### config.mk
export PLATFORM = sky130hd
export DESIGN_NAME = pong_input_conditioner
export DESIGN_NICKNAME = d
export VERILOG_FILES = /design/src/rtl/pong_input_conditioner.sv
export SDC_FILE = /design/constraint.sdc
export NUM_CORES = 1
export LEC_CHECK = 0
export ABC_AREA = 1
export ABC_CLOCK_PERIOD_IN_PS = 2700
export CAP_MARGIN = 20
export CORE_ASPECT_RATIO = 1.2
export CORE_MARGIN = 3
export CORE_UTILIZATION = 55
export DETAILED_ROUTE_END_ITERATION = 10
export PLACE_DENSITY = 0.82
export REMOVE_ABC_BUFFERS = 1
export SYNTH_ARGS = -nofsm -noshare
export SYNTH_HDL_FRONTEND = slang
export SYNTH_SLANG_ARGS = --single-unit
### constraint.sdc
create_clock -name clk -period 2.7 [get_ports clk]
set_input_delay 0.54 -clock clk [delete_from_list [all_inputs] [get_ports clk]]
set_output_delay 0.54 -clock clk [all_outputs]
set_load 0.02 [all_outputs]
### src/rtl/pong_input_conditioner.sv
`default_nettype none
//----------------------------------------------------------------------------
// pong_input_conditioner: sync/debounce buttons, paddle codes, start and frame strobes
// Option PONG_INPUT_FRAME_HOLD_EN: paddle codes latch on frame_clk. Rev 1.0
//----------------------------------------------------------------------------
module pong_input_conditioner #(
  parameter int DEBOUNCE_CYCLES  = 500000,
  parameter int CNT_W            = 20,
  parameter int VSYNC_ACTIVE_LOW = 1
) (
  input  logic       clk,
  input  logic       reset,
  input  logic       btn_left_up,
  input  logic       btn_left_down,
  input  logic       btn_right_up,
  input  logic       btn_right_down,
  input  logic       btn_start,
  input  logic       vsync,
  output logic [1:0] player_left_input,
  output logic [1:0] player_right_input,
  output logic       start_game,
  output logic       frame_clk
);

  localparam int NBTN = 5;
  localparam int B_LU = 0;
  localparam int B_LD = 1;
  localparam int B_RU = 2;
  localparam int B_RD = 3;
  localparam int B_ST = 4;

  localparam logic VS_IDLE = (VSYNC_ACTIVE_LOW != 0);
  localparam logic VS_ACT  = (VSYNC_ACTIVE_LOW == 0);
  localparam logic [CNT_W-1:0] C_CNT_LAST = CNT_W'(DEBOUNCE_CYCLES - 1);

  logic [NBTN-1:0] raw_w;
  logic [NBTN-1:0] sync1_q;
  logic [NBTN-1:0] sync2_q;
  logic [NBTN-1:0] stable_w;

  logic            vs1_q;
  logic            vs2_q;
  logic            vs_prev_q;
  logic            start_prev_q;

  logic            start_game_q;
  logic            start_game_d;
  logic            frame_clk_q;
  logic            frame_clk_d;
  logic [1:0]      left_q;
  logic [1:0]      left_d;
  logic [1:0]      right_q;
  logic [1:0]      right_d;

  assign raw_w = {btn_start, btn_right_down, btn_right_up, btn_left_down, btn_left_up};

  always_ff @(posedge clk) begin
    if (reset) begin
      sync1_q   <= '0;
      sync2_q   <= '0;
      vs1_q     <= VS_IDLE;
      vs2_q     <= VS_IDLE;
      vs_prev_q <= VS_IDLE;
    end else begin
      sync1_q   <= raw_w;
      sync2_q   <= sync1_q;
      vs1_q     <= vsync;
      vs2_q     <= vs1_q;
      vs_prev_q <= vs2_q;
    end
  end

  // Each button owns a counter that runs only while synced disagrees with stable.
  for (genvar gi = 0; gi < NBTN; gi++) begin : g_btn
    logic [CNT_W-1:0] cnt_q;
    logic [CNT_W-1:0] cnt_d;
    logic             stable_q;
    logic             stable_d;

    always_comb begin
      cnt_d    = '0;
      stable_d = stable_q;
      if (sync2_q[gi] != stable_q) begin
        if (cnt_q == C_CNT_LAST) begin
          stable_d = sync2_q[gi];
        end else begin
          cnt_d = cnt_q + 1'b1;
        end
      end
    end

    always_ff @(posedge clk) begin
      if (reset) begin
        cnt_q    <= '0;
        stable_q <= 1'b0;
      end else begin
        cnt_q    <= cnt_d;
        stable_q <= stable_d;
      end
    end

    assign stable_w[gi] = stable_q;
  end

  function automatic logic [1:0] enc_dir(input logic up, input logic down);
    enc_dir = {down & ~up, up & ~down};
  endfunction

  assign start_game_d = stable_w[B_ST] & ~start_prev_q;
  assign frame_clk_d  = (vs2_q == VS_ACT) && (vs_prev_q == VS_IDLE);

`ifdef PONG_INPUT_FRAME_HOLD_EN
  always_comb begin
    left_d  = left_q;
    right_d = right_q;
    if (frame_clk_d) begin
      left_d  = enc_dir(stable_w[B_LU], stable_w[B_LD]);
      right_d = enc_dir(stable_w[B_RU], stable_w[B_RD]);
    end
  end
`else
  assign left_d  = enc_dir(stable_w[B_LU], stable_w[B_LD]);
  assign right_d = enc_dir(stable_w[B_RU], stable_w[B_RD]);
`endif

  always_ff @(posedge clk) begin
    if (reset) begin
      start_prev_q <= 1'b0;
      start_game_q <= 1'b0;
      frame_clk_q  <= 1'b0;
      left_q       <= 2'b00;
      right_q      <= 2'b00;
    end else begin
      start_prev_q <= stable_w[B_ST];
      start_game_q <= start_game_d;
      frame_clk_q  <= frame_clk_d;
      left_q       <= left_d;
      right_q      <= right_d;
    end
  end

  assign player_left_input  = left_q;
  assign player_right_input = right_q;
  assign start_game         = start_game_q;
  assign frame_clk          = frame_clk_q;

  a_left_no11:  assert property (@(posedge clk) disable iff (reset) player_left_input != 2'b11);
  a_right_no11: assert property (@(posedge clk) disable iff (reset) player_right_input != 2'b11);
  a_start_1cyc: assert property (@(posedge clk) disable iff (reset) start_game |=> !start_game);
  a_frame_1cyc: assert property (@(posedge clk) disable iff (reset) frame_clk |=> !frame_clk);

endmodule
`default_nettype wire
==> impl_metrics.xml, run 1 <==
<?xml version="1.0" encoding="UTF-8"?>
<metrics>
  <group name="placement">
    <metric name="finalWeightedCongestion" unit="">0.905</metric>
    <metric name="place_ws" unit="ps">594</metric>
    <metric name="hpwl" unit="mm">8.68</metric>
    <metric name="port-buffer-count" unit="">13</metric>
    <metric name="place_area" unit="mm2">0.00632</metric>
  </group>
  <group name="synth">
    <metric name="synth.cell_area" unit="mm2">0.00609</metric>
    <metric name="postSynthRegisterBits" unit="">125</metric>
    <metric name="yosysWarnings" unit="">0</metric>
    <metric name="post-synth-top-area-cell" unit="">dfxtp_1</metric>
    <metric name="synth_top_cells_by_area" unit="">dfxtp_1 (41%), nor2_1 (14%), nand2_1 (14%)</metric>
    <metric name="synth.lib_cells_used.distinct" unit="">31</metric>
    <metric name="synth.avg_cell_area" unit="um2">6.79</metric>
    <metric name="postSynth.asyncResetShare" unit="%">0</metric>
    <metric name="synth_sequential_area_ratio" unit="%">41.1</metric>
    <metric name="share_of_the_synthesized_area_in_the_top_cell_type" unit="%">41.1</metric>
    <metric name="ys_dominant_reg_cell" unit="">dfxtp_1</metric>
    <metric name="synthCells" unit="">898</metric>
    <metric name="synth_edf_count" unit="">0</metric>
  </group>
  <group name="setup_path">
    <metric name="path_delay_family" unit="">buffers and inverters</metric>
    <metric name="cp.buffers_inverters" unit="">1</metric>
    <metric name="critPathArrivalTime" unit="ps">1370</metric>
    <metric name="critical_path.max_stage_delay" unit="ps">620</metric>
    <metric name="crit_fanout" unit="">1</metric>
    <metric name="cp_cell_sequence" unit="">clkdlybuf4s50_1</metric>
    <metric name="timing.critical_path.from_type" unit="">flop</metric>
    <metric name="timing.reg2reg.setup_slack" unit="ps">820</metric>
    <metric name="critical_path_class" unit="">flop to output port</metric>
    <metric name="data_required_critical_path" unit="ps">2160</metric>
    <metric name="cp_slowest_cell" unit="">clkdlybuf4s50_1</metric>
    <metric name="cp-end-kind" unit="">output port</metric>
  </group>
  <group name="power">
    <metric name="pwr_density_cell" unit="mW/mm2">594</metric>
    <metric name="p_total" unit="mW">4.10</metric>
    <metric name="maximum_resistive_drop_on_vdd" unit="mV">0.374</metric>
    <metric name="cellLeakagePower" unit="nW">2.28</metric>
  </group>
  <group name="timing">
    <metric name="timing_worst_slew_pin_value" unit="ps">670</metric>
    <metric name="final_hold_vios" unit="">0</metric>
    <metric name="clock_skew" unit="ps">7.24</metric>
    <metric name="finalCritPeriodShare" unit="%">70.6</metric>
    <metric name="finalMaxSlewViolations" unit="">0</metric>
    <metric name="timing.fmax" unit="MHz">524</metric>
    <metric name="final.min_clock_period" unit="ps">1910</metric>
    <metric name="fin_setup_tns" unit="ps">0</metric>
    <metric name="finalSetupViolations" unit="">0</metric>
    <metric name="max_slew_margin" unit="%">55.2</metric>
    <metric name="postLayoutSetupSlackWorst" unit="ps">793</metric>
    <metric name="rsz0062_at_grt" unit="">false</metric>
  </group>
  <group name="clocking">
    <metric name="clock-root-buffer" unit="">clkbuf_16</metric>
    <metric name="cts_htree_levels" unit="">4</metric>
    <metric name="tritoncts_clock_tree" unit="">built</metric>
    <metric name="post_cts_buffers" unit="">0</metric>
    <metric name="cts_hold_repair_buffers" unit="">0</metric>
    <metric name="worstSkewPairLatency" unit="ps">410</metric>
    <metric name="worst_setup_hold_path_clk_slew" unit="ps">50</metric>
    <metric name="cts.repair.resized" unit="">0</metric>
    <metric name="cts.sinks" unit="">125</metric>
    <metric name="clock_path_buffers" unit="">2</metric>
    <metric name="cts_made_buffers" unit="">17</metric>
  </group>
  <group name="finish">
    <metric name="footprint_of_the_multi_input_gates" unit="mm2">0.00316</metric>
    <metric name="filler_cell_count" unit="">938</metric>
    <metric name="final_core_util" unit="%">64.7</metric>
    <metric name="count_of_inserted_antenna_diode_cells" unit="">0</metric>
    <metric name="final-seq-area" unit="mm2">0.00250</metric>
    <metric name="stdcell_area" unit="mm2">0.00690</metric>
    <metric name="final_nets" unit="">936</metric>
    <metric name="flow.area_growth_from_synthesis" unit="%">13.2</metric>
    <metric name="ratio_of_cells_with_drive_above_1_in_the_final_layout" unit="%">5.88</metric>
  </group>
  <group name="route">
    <metric name="ant_nets" unit="">0</metric>
    <metric name="total_vias_in_the_final_route" unit="">5500</metric>
    <metric name="postRouteWirelength" unit="mm">12.4</metric>
    <metric name="first_iter_violations" unit="">338</metric>
    <metric name="route.detailed.wl_per_inst" unit="um">11.6</metric>
    <metric name="drt-pass1-iter-count" unit="">5</metric>
    <metric name="detail_route.vias_per_cell" unit="">5.16</metric>
    <metric name="remaining_drc_errors" unit="">0</metric>
  </group>
  <group name="die">
    <metric name="dieWidth" unit="um">102</metric>
    <metric name="initial_core_util" unit="%">57.1</metric>
    <metric name="die_h" unit="um">121</metric>
    <metric name="ios" unit="">14</metric>
    <metric name="fp.coreArea" unit="mm2">0.0107</metric>
    <metric name="floorplan.die_area" unit="mm2">0.0124</metric>
    <metric name="fp-row-count" unit="">41</metric>
  </group>
  <group name="global_routing">
    <metric name="global_route.overflow_total" unit="">0</metric>
    <metric name="grtUsageTotal" unit="%">21.6</metric>
    <metric name="grt_antenna_before_repair" unit="">0</metric>
    <metric name="grt_pass1_wl" unit="mm">21.7</metric>
    <metric name="largest_net_degree_at_the_start_of_global_routing" unit="">22</metric>
    <metric name="first_global_vias" unit="">5255</metric>
  </group>
  <group name="status">
    <metric name="run_status" unit="">complete, no violations</metric>
  </group>
  <group name="flow_run">
    <metric name="maxCapViolCount" unit="">0</metric>
  </group>
  <group name="worst_hold_path">
    <metric name="path_category_of_the_worst_min_delay_check" unit="">flop to flop</metric>
  </group>
</metrics>
[cells in the mapped netlist (all sizes together) (11+ instances only)]
cell    count
a21oi      36
dfxtp     125
inv        98
nand2     229
nand3      49
nand3b     11
nand4      18
nor2      230
o21ai      13
or2        12
xnor2      13
xor2       29
[power by group]
group / leakage [nW] / switching, mW / internal, mW
sequential: 1.01 / 0.00542 / 1.86
combinational: 0.994 / 0.0294 / 0.0210
clock: 0.274 / 0.825 / 1.36
[metrics by stage]
stage,hold slack [ps],cells
6_report,389,1065
5_1_grt,415,1065
4_1_cts,393,1065
3_5_place_dp,382,1033
3_3_place_gp,376,1033
2_1_floorplan,374,890
[logic make-up (layout without fill, tap and decap cells)]
logic type | after synthesis | after routing | share of synthesized area, %
simple gates | 560 | 560 | 38.9
flops | 125 | 125 | 41.1
fa+ha+maj | 5 | 5 | 1.03
xor+xnor | 42 | 42 | 6.04
buf+inv | 106 | 144 | 7.15
compound gates | 60 | 60 | 5.79
[sequential cells by signal (all words and copies together) (netlist names)]
name / count
g_btn.cnt_q: 100
g_btn.stable_q: 5
sync1_q: 5
sync2_q: 5
player_left_input: 2
player_right_input: 2
frame_clk: 1
start_game: 1
start_prev_q: 1
vs1_q: 1
vs2_q: 1
vs_prev_q: 1
[layout make-up]
class | count | share of cell area (%)
multi-input combinational | 667 | 45.7
clock buffer | 19 | 6.27
clock inverter | 13 | 2.05
inverter | 98 | 5.33
sequential | 125 | 36.3
tap | 129 | 2.34
timing repair buffer | 14 | 1.99
[final timing paths]
path,from,end,depth (start not counted)
worst max-delay path,player_left_input[0]$_SDFF_PP0_,player_left_input[0],1
worst min register to register,start_prev_q$_SDFF_PP0_,start_game$_SDFF_PP0_,1
worst max register to register,g_btn[1].cnt_q[0]$_SDFF_PP0_,g_btn[1].cnt_q[17]$_SDFF_PP0_,8
worst min-delay path,start_prev_q$_SDFF_PP0_,start_game$_SDFF_PP0_,1
[placed cells by master, fill, tap and decap left out, types with 3 or more instances in the layout]
cell and count:
a21oi_1 35, clkbuf_16 17, clkdlybuf4s50_1 13, clkinv_2 3, clkinvlp_4 3, dfxtp_1 125
ha_1 5, inv_1 97, inv_6 3, nand2_1 224, nand2_2 4, nand3_1 44
nand3_2 5, nand3b_1 11, nand4_1 18, nor2_1 226, nor2_4 4, nor3_1 9
o21ai_0 13, o21bai_1 7, or2_0 7, or2_2 5, xnor2_1 13, xor2_1 29
[per-layer routing]
layer	GRT usage, %	vias up	wire length [um]
met5	0	-	0
met2	37.0	130	6130
met1	25.3	2488	5490
met4	9.43	0	285
li1	-	2845	-
met3	5.00	37	464
No activity file was read; power rests on OpenSTA's default activity.
==> inputs of run 2 (changes only) <==
--- a/config.mk
+++ b/config.mk
@@ -6,7 +6,7 @@
 export NUM_CORES = 1
 export LEC_CHECK = 0
 export ABC_AREA = 1
-export ABC_CLOCK_PERIOD_IN_PS = 2700
+export ABC_CLOCK_PERIOD_IN_PS = 1800
 export CAP_MARGIN = 20
 export CORE_ASPECT_RATIO = 1.2
 export CORE_MARGIN = 3
==> constraint.sdc (replaced) <==
create_clock -name clk -period 1.8 [get_ports clk]
set_input_delay 0.36 -clock clk [delete_from_list [all_inputs] [get_ports clk]]
set_output_delay 0.36 -clock clk [all_outputs]
set_load 0.02 [all_outputs]
==> impl_metrics.xml, run 2 (synthesis results as in run 1) <==
<?xml version="1.0" encoding="UTF-8"?>
<metrics>
  <group name="status">
    <metric name="run_status" unit="">complete, no violations</metric>
  </group>
  <group name="timing">
    <metric name="finalCritPeriodShare" unit="%">96.4</metric>
    <metric name="final_hold_vios" unit="">0</metric>
    <metric name="fin_setup_tns" unit="ps">0</metric>
    <metric name="timing.fmax" unit="MHz">576</metric>
    <metric name="max_slew_margin" unit="%">69.0</metric>
    <metric name="clock_skew" unit="ps">6.79</metric>
    <metric name="timing_worst_slew_pin_value" unit="ps">464</metric>
    <metric name="finalMaxSlewViolations" unit="">0</metric>
    <metric name="final.min_clock_period" unit="ps">1730</metric>
    <metric name="finalSetupViolations" unit="">0</metric>
    <metric name="rsz0062_at_grt" unit="">false</metric>
  </group>
  <group name="finish">
    <metric name="final-seq-area" unit="mm2">0.00250</metric>
    <metric name="flow.area_growth_from_synthesis" unit="%">14.3</metric>
    <metric name="footprint_of_the_multi_input_gates" unit="mm2">0.00316</metric>
    <metric name="largest_register_ffs" unit="">100</metric>
    <metric name="final_nets" unit="">940</metric>
    <metric name="layout.cells.most_common" unit="">nor2_1</metric>
    <metric name="stdcell_area" unit="mm2">0.00696</metric>
    <metric name="count_of_inserted_antenna_diode_cells" unit="">0</metric>
    <metric name="max_flop_register" unit="">g_btn.cnt_q</metric>
    <metric name="ratio_of_cells_with_drive_above_1_in_the_final_layout" unit="%">6.50</metric>
    <metric name="final_cell_mix" unit="">nor2_1 (225), nand2_1 (224), dfxtp_1 (125)</metric>
    <metric name="filler_cell_count" unit="">954</metric>
  </group>
  <group name="worst_hold_path">
    <metric name="path_category_of_the_worst_min_delay_check" unit="">flop to flop</metric>
  </group>
  <group name="route">
    <metric name="postRouteWirelength" unit="mm">12.2</metric>
    <metric name="first_iter_violations" unit="">268</metric>
    <metric name="ant_nets" unit="">0</metric>
    <metric name="drt-pass1-iter-count" unit="">5</metric>
    <metric name="remaining_drc_errors" unit="">0</metric>
    <metric name="detail_route.vias_per_cell" unit="">5.12</metric>
    <metric name="total_vias_in_the_final_route" unit="">5472</metric>
    <metric name="route.detailed.wl_per_inst" unit="um">11.4</metric>
  </group>
  <group name="die">
    <metric name="die_h" unit="um">121</metric>
    <metric name="dieWidth" unit="um">102</metric>
    <metric name="floorplan.die_area" unit="mm2">0.0124</metric>
    <metric name="fp.coreArea" unit="mm2">0.0107</metric>
    <metric name="fp-row-count" unit="">41</metric>
    <metric name="initial_core_util" unit="%">57.1</metric>
    <metric name="ios" unit="">14</metric>
  </group>
  <group name="power">
    <metric name="maximum_resistive_drop_on_vdd" unit="mV">0.561</metric>
    <metric name="cell_internal_pwr" unit="mW">4.99</metric>
    <metric name="cellLeakagePower" unit="nW">2.32</metric>
    <metric name="clock_power_share" unit="%">53.9</metric>
    <metric name="power.share.switching" unit="%">20.0</metric>
    <metric name="power.combinational.fraction" unit="%">1.3</metric>
    <metric name="netSwitchingPower" unit="mW">1.25</metric>
    <metric name="seq_power_share" unit="%">44.8</metric>
    <metric name="pwr_density_cell" unit="mW/mm2">896</metric>
  </group>
  <group name="global_routing">
    <metric name="global_route.overflow_total" unit="">0</metric>
    <metric name="first_global_vias" unit="">5205</metric>
    <metric name="largest_net_degree_at_the_start_of_global_routing" unit="">21</metric>
    <metric name="grtUsageTotal" unit="%">21.6</metric>
    <metric name="grt_pass1_wl" unit="mm">21.8</metric>
    <metric name="grt_antenna_before_repair" unit="">0</metric>
  </group>
  <group name="clocking">
    <metric name="cts_hold_repair_buffers" unit="">0</metric>
    <metric name="cts_htree_levels" unit="">4</metric>
    <metric name="worst_setup_hold_path_clk_slew" unit="ps">50</metric>
    <metric name="post_cts_buffers" unit="">0</metric>
    <metric name="cts.sinks" unit="">125</metric>
    <metric name="tritoncts_clock_tree" unit="">built</metric>
    <metric name="cts_made_buffers" unit="">17</metric>
    <metric name="worstSkewPairLatency" unit="ps">410</metric>
    <metric name="clock_path_buffers" unit="">2</metric>
    <metric name="clock-root-buffer" unit="">clkbuf_16</metric>
  </group>
  <group name="setup_path">
    <metric name="data_required_critical_path" unit="ps">1440</metric>
    <metric name="timing.critical_path.from_type" unit="">flop</metric>
    <metric name="critical_path.max_stage_delay" unit="ps">620</metric>
    <metric name="cp.buffers_inverters" unit="">1</metric>
    <metric name="cp_slowest_cell" unit="">clkdlybuf4s50_1</metric>
    <metric name="crit_fanout" unit="">1</metric>
    <metric name="critical_path_class" unit="">flop to output port</metric>
    <metric name="cp_cell_sequence" unit="">clkdlybuf4s50_1</metric>
    <metric name="path_delay_family" unit="">buffers and inverters</metric>
    <metric name="critPathArrivalTime" unit="ps">1370</metric>
    <metric name="cp-end-kind" unit="">output port</metric>
  </group>
  <group name="placement">
    <metric name="hpwl" unit="mm">8.67</metric>
    <metric name="place_area" unit="mm2">0.00637</metric>
    <metric name="port-buffer-count" unit="">13</metric>
    <metric name="finalWeightedCongestion" unit="">0.890</metric>
  </group>
  <group name="flow_run">
    <metric name="maxCapViolCount" unit="">0</metric>
  </group>
</metrics>
==> run 2: cell count changes in the layout (fill, tap and decap cells not counted), sizes merged <==
cell,change
clkbuf,+2
clkinvlp,-1
inv,-2
buf,+4
==> run 2: power groups by stage <==
stage,combinational (mW),sequential [mW],clock (mW)
3_3_place_gp,0.0811,2.85,0
2_1_floorplan,0.0398,2.85,0
5_1_grt,0.0917,2.79,3.54
3_5_place_dp,0.0820,2.85,0
6_report,0.0807,2.79,3.36
4_1_cts,0.0823,2.79,3.42
==> run 2: stage by stage <==
step / power [mW] / setup slack [ps] / cells / utilization, % / hold WS [ps]
final: 6.24 / 65.3 / 1068 / 65.3 / 402
after global routing: 6.43 / 0.342 / 1068 / 65.3 / 422
after CTS: 6.30 / 55.3 / 1068 / 65.2 / 404
after detailed placement: 2.93 / -6.61 / 1037 / 59.7 / 396
after global placement: 2.93 / 64.9 / 1037 / 59.7 / 391
after floorplan: 2.89 / 251 / 890 / - / 374
==> run 2: routing by layer <==
layer	global-route usage, %	part of all wire (%)
met3	4.20	3.2
met4	10.4	2.8
met1	25.2	44
met2	37.4	50
met5	0	0
==> run 2: final timing paths <==
kind	startpoint	end	slack [ps]	cells after the start
worst max-delay path	player_left_input[1]$_SDFF_PP0_	player_left_input[1]	70	1
worst min-delay path	sync1_q[1]$_SDFF_PP0_	sync2_q[1]$_SDFF_PP0_	400	2
worst max register to register	g_btn[0].cnt_q[0]$_SDFF_PP0_	g_btn[0].cnt_q[11]$_SDFF_PP0_	130	6
worst min register to register	sync1_q[1]$_SDFF_PP0_	sync2_q[1]$_SDFF_PP0_	400	2
==> run 2: cell type report <==
type | count | share of cell area (%)
multi-input cells | 667 | 45.4
flip-flops and latches | 125 | 35.9
clock buffers | 21 | 6.90
inverters | 98 | 5.28
repair buffers | 18 | 2.59
well taps | 129 | 2.32
clock inverters | 10 | 1.62
==> run 2: repair_timing <==
action / in CTS / in global routing
hold endpoints to repair: 0 / 0
setup endpoints to repair: 0 / 1
gates resized for setup: 0 / 1
==> inputs of run 3 (changes only) <==
--- a/config.mk
+++ b/config.mk
@@ -6,7 +6,7 @@
 export NUM_CORES = 1
 export LEC_CHECK = 0
 export ABC_AREA = 1
-export ABC_CLOCK_PERIOD_IN_PS = 1800
+export ABC_CLOCK_PERIOD_IN_PS = 2000
 export CAP_MARGIN = 20
 export CORE_ASPECT_RATIO = 1.2
 export CORE_MARGIN = 3
==> constraint.sdc (replaced) <==
create_clock -name clk -period 2 [get_ports clk]
set_input_delay 0.4 -clock clk [delete_from_list [all_inputs] [get_ports clk]]
set_output_delay 0.4 -clock clk [all_outputs]
set_load 0.02 [all_outputs]
==> impl_metrics.xml, run 3 (synthesis results as in run 1) <==
<?xml version="1.0" encoding="UTF-8"?>
<metrics>
  <group name="status">
    <metric name="run_status" unit="">complete, no violations</metric>
  </group>
  <group name="die">
    <metric name="fp.coreArea" unit="mm2">0.0107</metric>
    <metric name="floorplan.die_area" unit="mm2">0.0124</metric>
    <metric name="dieWidth" unit="um">102</metric>
    <metric name="fp-row-count" unit="">41</metric>
    <metric name="ios" unit="">14</metric>
    <metric name="initial_core_util" unit="%">57.1</metric>
    <metric name="die_h" unit="um">121</metric>
  </group>
  <group name="placement">
    <metric name="place_area" unit="mm2">0.00634</metric>
    <metric name="numPlacedInstances" unit="">1035</metric>
    <metric name="port-buffer-count" unit="">13</metric>
    <metric name="hpwl" unit="mm">8.56</metric>
    <metric name="finalWeightedCongestion" unit="">0.888</metric>
  </group>
  <group name="global_routing">
    <metric name="gr-usage-met1" unit="%">25.1</metric>
    <metric name="global_route.overflow_total" unit="">0</metric>
    <metric name="grtUsageMet2" unit="%">36.5</metric>
    <metric name="grt_util_met3" unit="%">5.18</metric>
    <metric name="grtUsageTotal" unit="%">21.5</metric>
    <metric name="busiest_layer" unit="">met2</metric>
    <metric name="grt_antenna_before_repair" unit="">0</metric>
    <metric name="first_global_vias" unit="">5198</metric>
    <metric name="largest_net_degree_at_the_start_of_global_routing" unit="">21</metric>
    <metric name="grt_pass1_wl" unit="mm">21.6</metric>
  </group>
  <group name="timing">
    <metric name="final_hold_vios" unit="">0</metric>
    <metric name="finalMaxSlewViolations" unit="">0</metric>
    <metric name="finalSetupViolations" unit="">0</metric>
    <metric name="finalCritPeriodShare" unit="%">88.0</metric>
    <metric name="fin_setup_tns" unit="ps">0</metric>
    <metric name="rsz0062_at_grt" unit="">false</metric>
    <metric name="final.min_clock_period" unit="ps">1760</metric>
    <metric name="clock_skew" unit="ps">6.93</metric>
    <metric name="timing_worst_slew_pin_value" unit="ps">462</metric>
    <metric name="timing.fmax" unit="MHz">568</metric>
    <metric name="max_slew_margin" unit="%">69.1</metric>
  </group>
  <group name="power">
    <metric name="clock_power_share" unit="%">54.2</metric>
    <metric name="pwr_density_cell" unit="mW/mm2">816</metric>
    <metric name="maximum_resistive_drop_on_vdd" unit="mV">0.450</metric>
    <metric name="netSwitchingPower" unit="mW">1.08</metric>
    <metric name="power.combinational.fraction" unit="%">1.2</metric>
    <metric name="cellLeakagePower" unit="nW">2.30</metric>
    <metric name="power.share.switching" unit="%">19.1</metric>
    <metric name="cell_internal_pwr" unit="mW">4.57</metric>
    <metric name="seq_power_share" unit="%">44.5</metric>
  </group>
  <group name="setup_path">
    <metric name="regToRegEndpoint" unit="">g_btn[1].cnt_q[7]$_SDFF_PP0_</metric>
    <metric name="critical_path_cell_count" unit="">1</metric>
    <metric name="cp-end-kind" unit="">output port</metric>
    <metric name="timing.reg2reg.worst_path_depth" unit="">9</metric>
    <metric name="timing.reg2reg.setup_slack" unit="ps">360</metric>
    <metric name="critical_path_class" unit="">flop to output port</metric>
    <metric name="data_required_critical_path" unit="ps">1600</metric>
    <metric name="r2r_start" unit="">g_btn[1].cnt_q[0]$_SDFF_PP0_</metric>
    <metric name="crit_fanout" unit="">1</metric>
    <metric name="crit_path_start" unit="">player_left_input[1]$_SDFF_PP0_</metric>
    <metric name="cp_slowest_cell" unit="">clkdlybuf4s50_1</metric>
    <metric name="timing.critical_path.to" unit="">player_left_input[1]</metric>
    <metric name="cp.buffers_inverters" unit="">1</metric>
    <metric name="critPathArrivalTime" unit="ps">1360</metric>
    <metric name="timing.critical_path.from_type" unit="">flop</metric>
    <metric name="path_delay_family" unit="">buffers and inverters</metric>
    <metric name="critical_path.max_stage_delay" unit="ps">620</metric>
    <metric name="cp_cell_sequence" unit="">clkdlybuf4s50_1</metric>
  </group>
  <group name="route">
    <metric name="ant_nets" unit="">0</metric>
    <metric name="first_iter_violations" unit="">251</metric>
    <metric name="detail_route.vias_per_cell" unit="">5.09</metric>
    <metric name="route.detailed.wl_per_inst" unit="um">11.2</metric>
    <metric name="remaining_drc_errors" unit="">0</metric>
    <metric name="drt-pass1-iter-count" unit="">5</metric>
    <metric name="total_vias_in_the_final_route" unit="">5425</metric>
    <metric name="postRouteWirelength" unit="mm">11.9</metric>
  </group>
  <group name="clocking">
    <metric name="cts.repair.resized" unit="">0</metric>
    <metric name="cts.sinks" unit="">125</metric>
    <metric name="clock-root-buffer" unit="">clkbuf_16</metric>
    <metric name="worstSkewPairLatency" unit="ps">410</metric>
    <metric name="cts_htree_levels" unit="">4</metric>
    <metric name="tritoncts_clock_tree" unit="">built</metric>
    <metric name="cts_hold_repair_buffers" unit="">0</metric>
    <metric name="worst_setup_hold_path_clk_slew" unit="ps">50</metric>
    <metric name="clock_path_buffers" unit="">2</metric>
    <metric name="post_cts_buffers" unit="">0</metric>
    <metric name="cts_made_buffers" unit="">17</metric>
  </group>
  <group name="finish">
    <metric name="final_cell_count_no_fill" unit="">1065</metric>
    <metric name="largest_register_ffs" unit="">100</metric>
    <metric name="stdcell_area" unit="mm2">0.00693</metric>
    <metric name="flow.area_growth_from_synthesis" unit="%">13.7</metric>
    <metric name="final_cell_mix" unit="">nor2_1 (226), nand2_1 (224), dfxtp_1 (125)</metric>
    <metric name="layout.cells.most_common" unit="">nor2_1</metric>
    <metric name="ratio_of_cells_with_drive_above_1_in_the_final_layout" unit="%">5.77</metric>
    <metric name="filler_cell_count" unit="">931</metric>
    <metric name="max_flop_register" unit="">g_btn.cnt_q</metric>
    <metric name="final_nets" unit="">938</metric>
    <metric name="count_of_inserted_antenna_diode_cells" unit="">0</metric>
  </group>
  <group name="worst_hold_path">
    <metric name="path_category_of_the_worst_min_delay_check" unit="">flop to flop</metric>
    <metric name="holdCritStartpoint" unit="">vs_prev_q$_SDFF_PP1_</metric>
  </group>
  <group name="flow_run">
    <metric name="maxCapViolCount" unit="">0</metric>
  </group>
</metrics>
==> run 3: metrics by stage <==
step / worst slack [ps] / total power, mW / util [%] / hold WS (ps)
CTS: 215 / 5.71 / 65.0 / 410
finish: 239 / 5.65 / 65.0 / 410
global placement: 225 / 2.64 / 59.4 / 393
global route: 191 / 5.83 / 65.0 / 423
floorplan: 451 / 2.60 / - / 374
detailed placement: 165 / 2.64 / 59.4 / 402
==> run 3: layout make-up <==
class	count	area (um2)	share of cell area, %
multi-input combinational	667	3160	45.5
sequential	125	2500	36.1
clock buffer	23	478	6.90
inverter	98	368	5.31
tap	129	161	2.33
timing repair buffer	16	153	2.20
clock inverter	7	113	1.62
==> run 3: worst reg2reg max path, cell delays in order, from the launching register on <==
cell and delay, ps:
dfxtp_1 360, ha_1 230, nand3_1 160, nor2_1 110, inv_1 50, nor2_1 190, nand2_1 70, nand2_1 60
buf_4 220, nor2_1 70
==> run 3: power groups by stage <==
stage	clock network, mW	registers (mW)	logic, mW
5_1_grt	3.24	2.52	0.0808
3_5_place_dp	0	2.57	0.0711
4_1_cts	3.12	2.52	0.0715
6_report	3.07	2.52	0.0701
3_3_place_gp	0	2.57	0.0698
2_1_floorplan	0	2.57	0.0358
==> run 3: per-layer routing <==
metal	wire length (um)	vias to the layer above	share of wire, %
met4	265	0	2.2
met3	431	25	3.6
met1	5360	2426	45
met5	0	-	0
li1	-	2865	-
met2	5870	109	49
==> run 3: worst min path at each step <==
stage / end / slack (ps) / cells after the start
finish: frame_clk$_SDFF_PP0_ / 410 / 2
floorplan: start_game$_SDFF_PP0_ / 370 / 1
global route: sync2_q[2]$_SDFF_PP0_ / 420 / 2
detailed placement: sync2_q[3]$_SDFF_PP0_ / 400 / 2
global placement: sync2_q[4]$_SDFF_PP0_ / 390 / 2
CTS: sync2_q[3]$_SDFF_PP0_ / 410 / 2
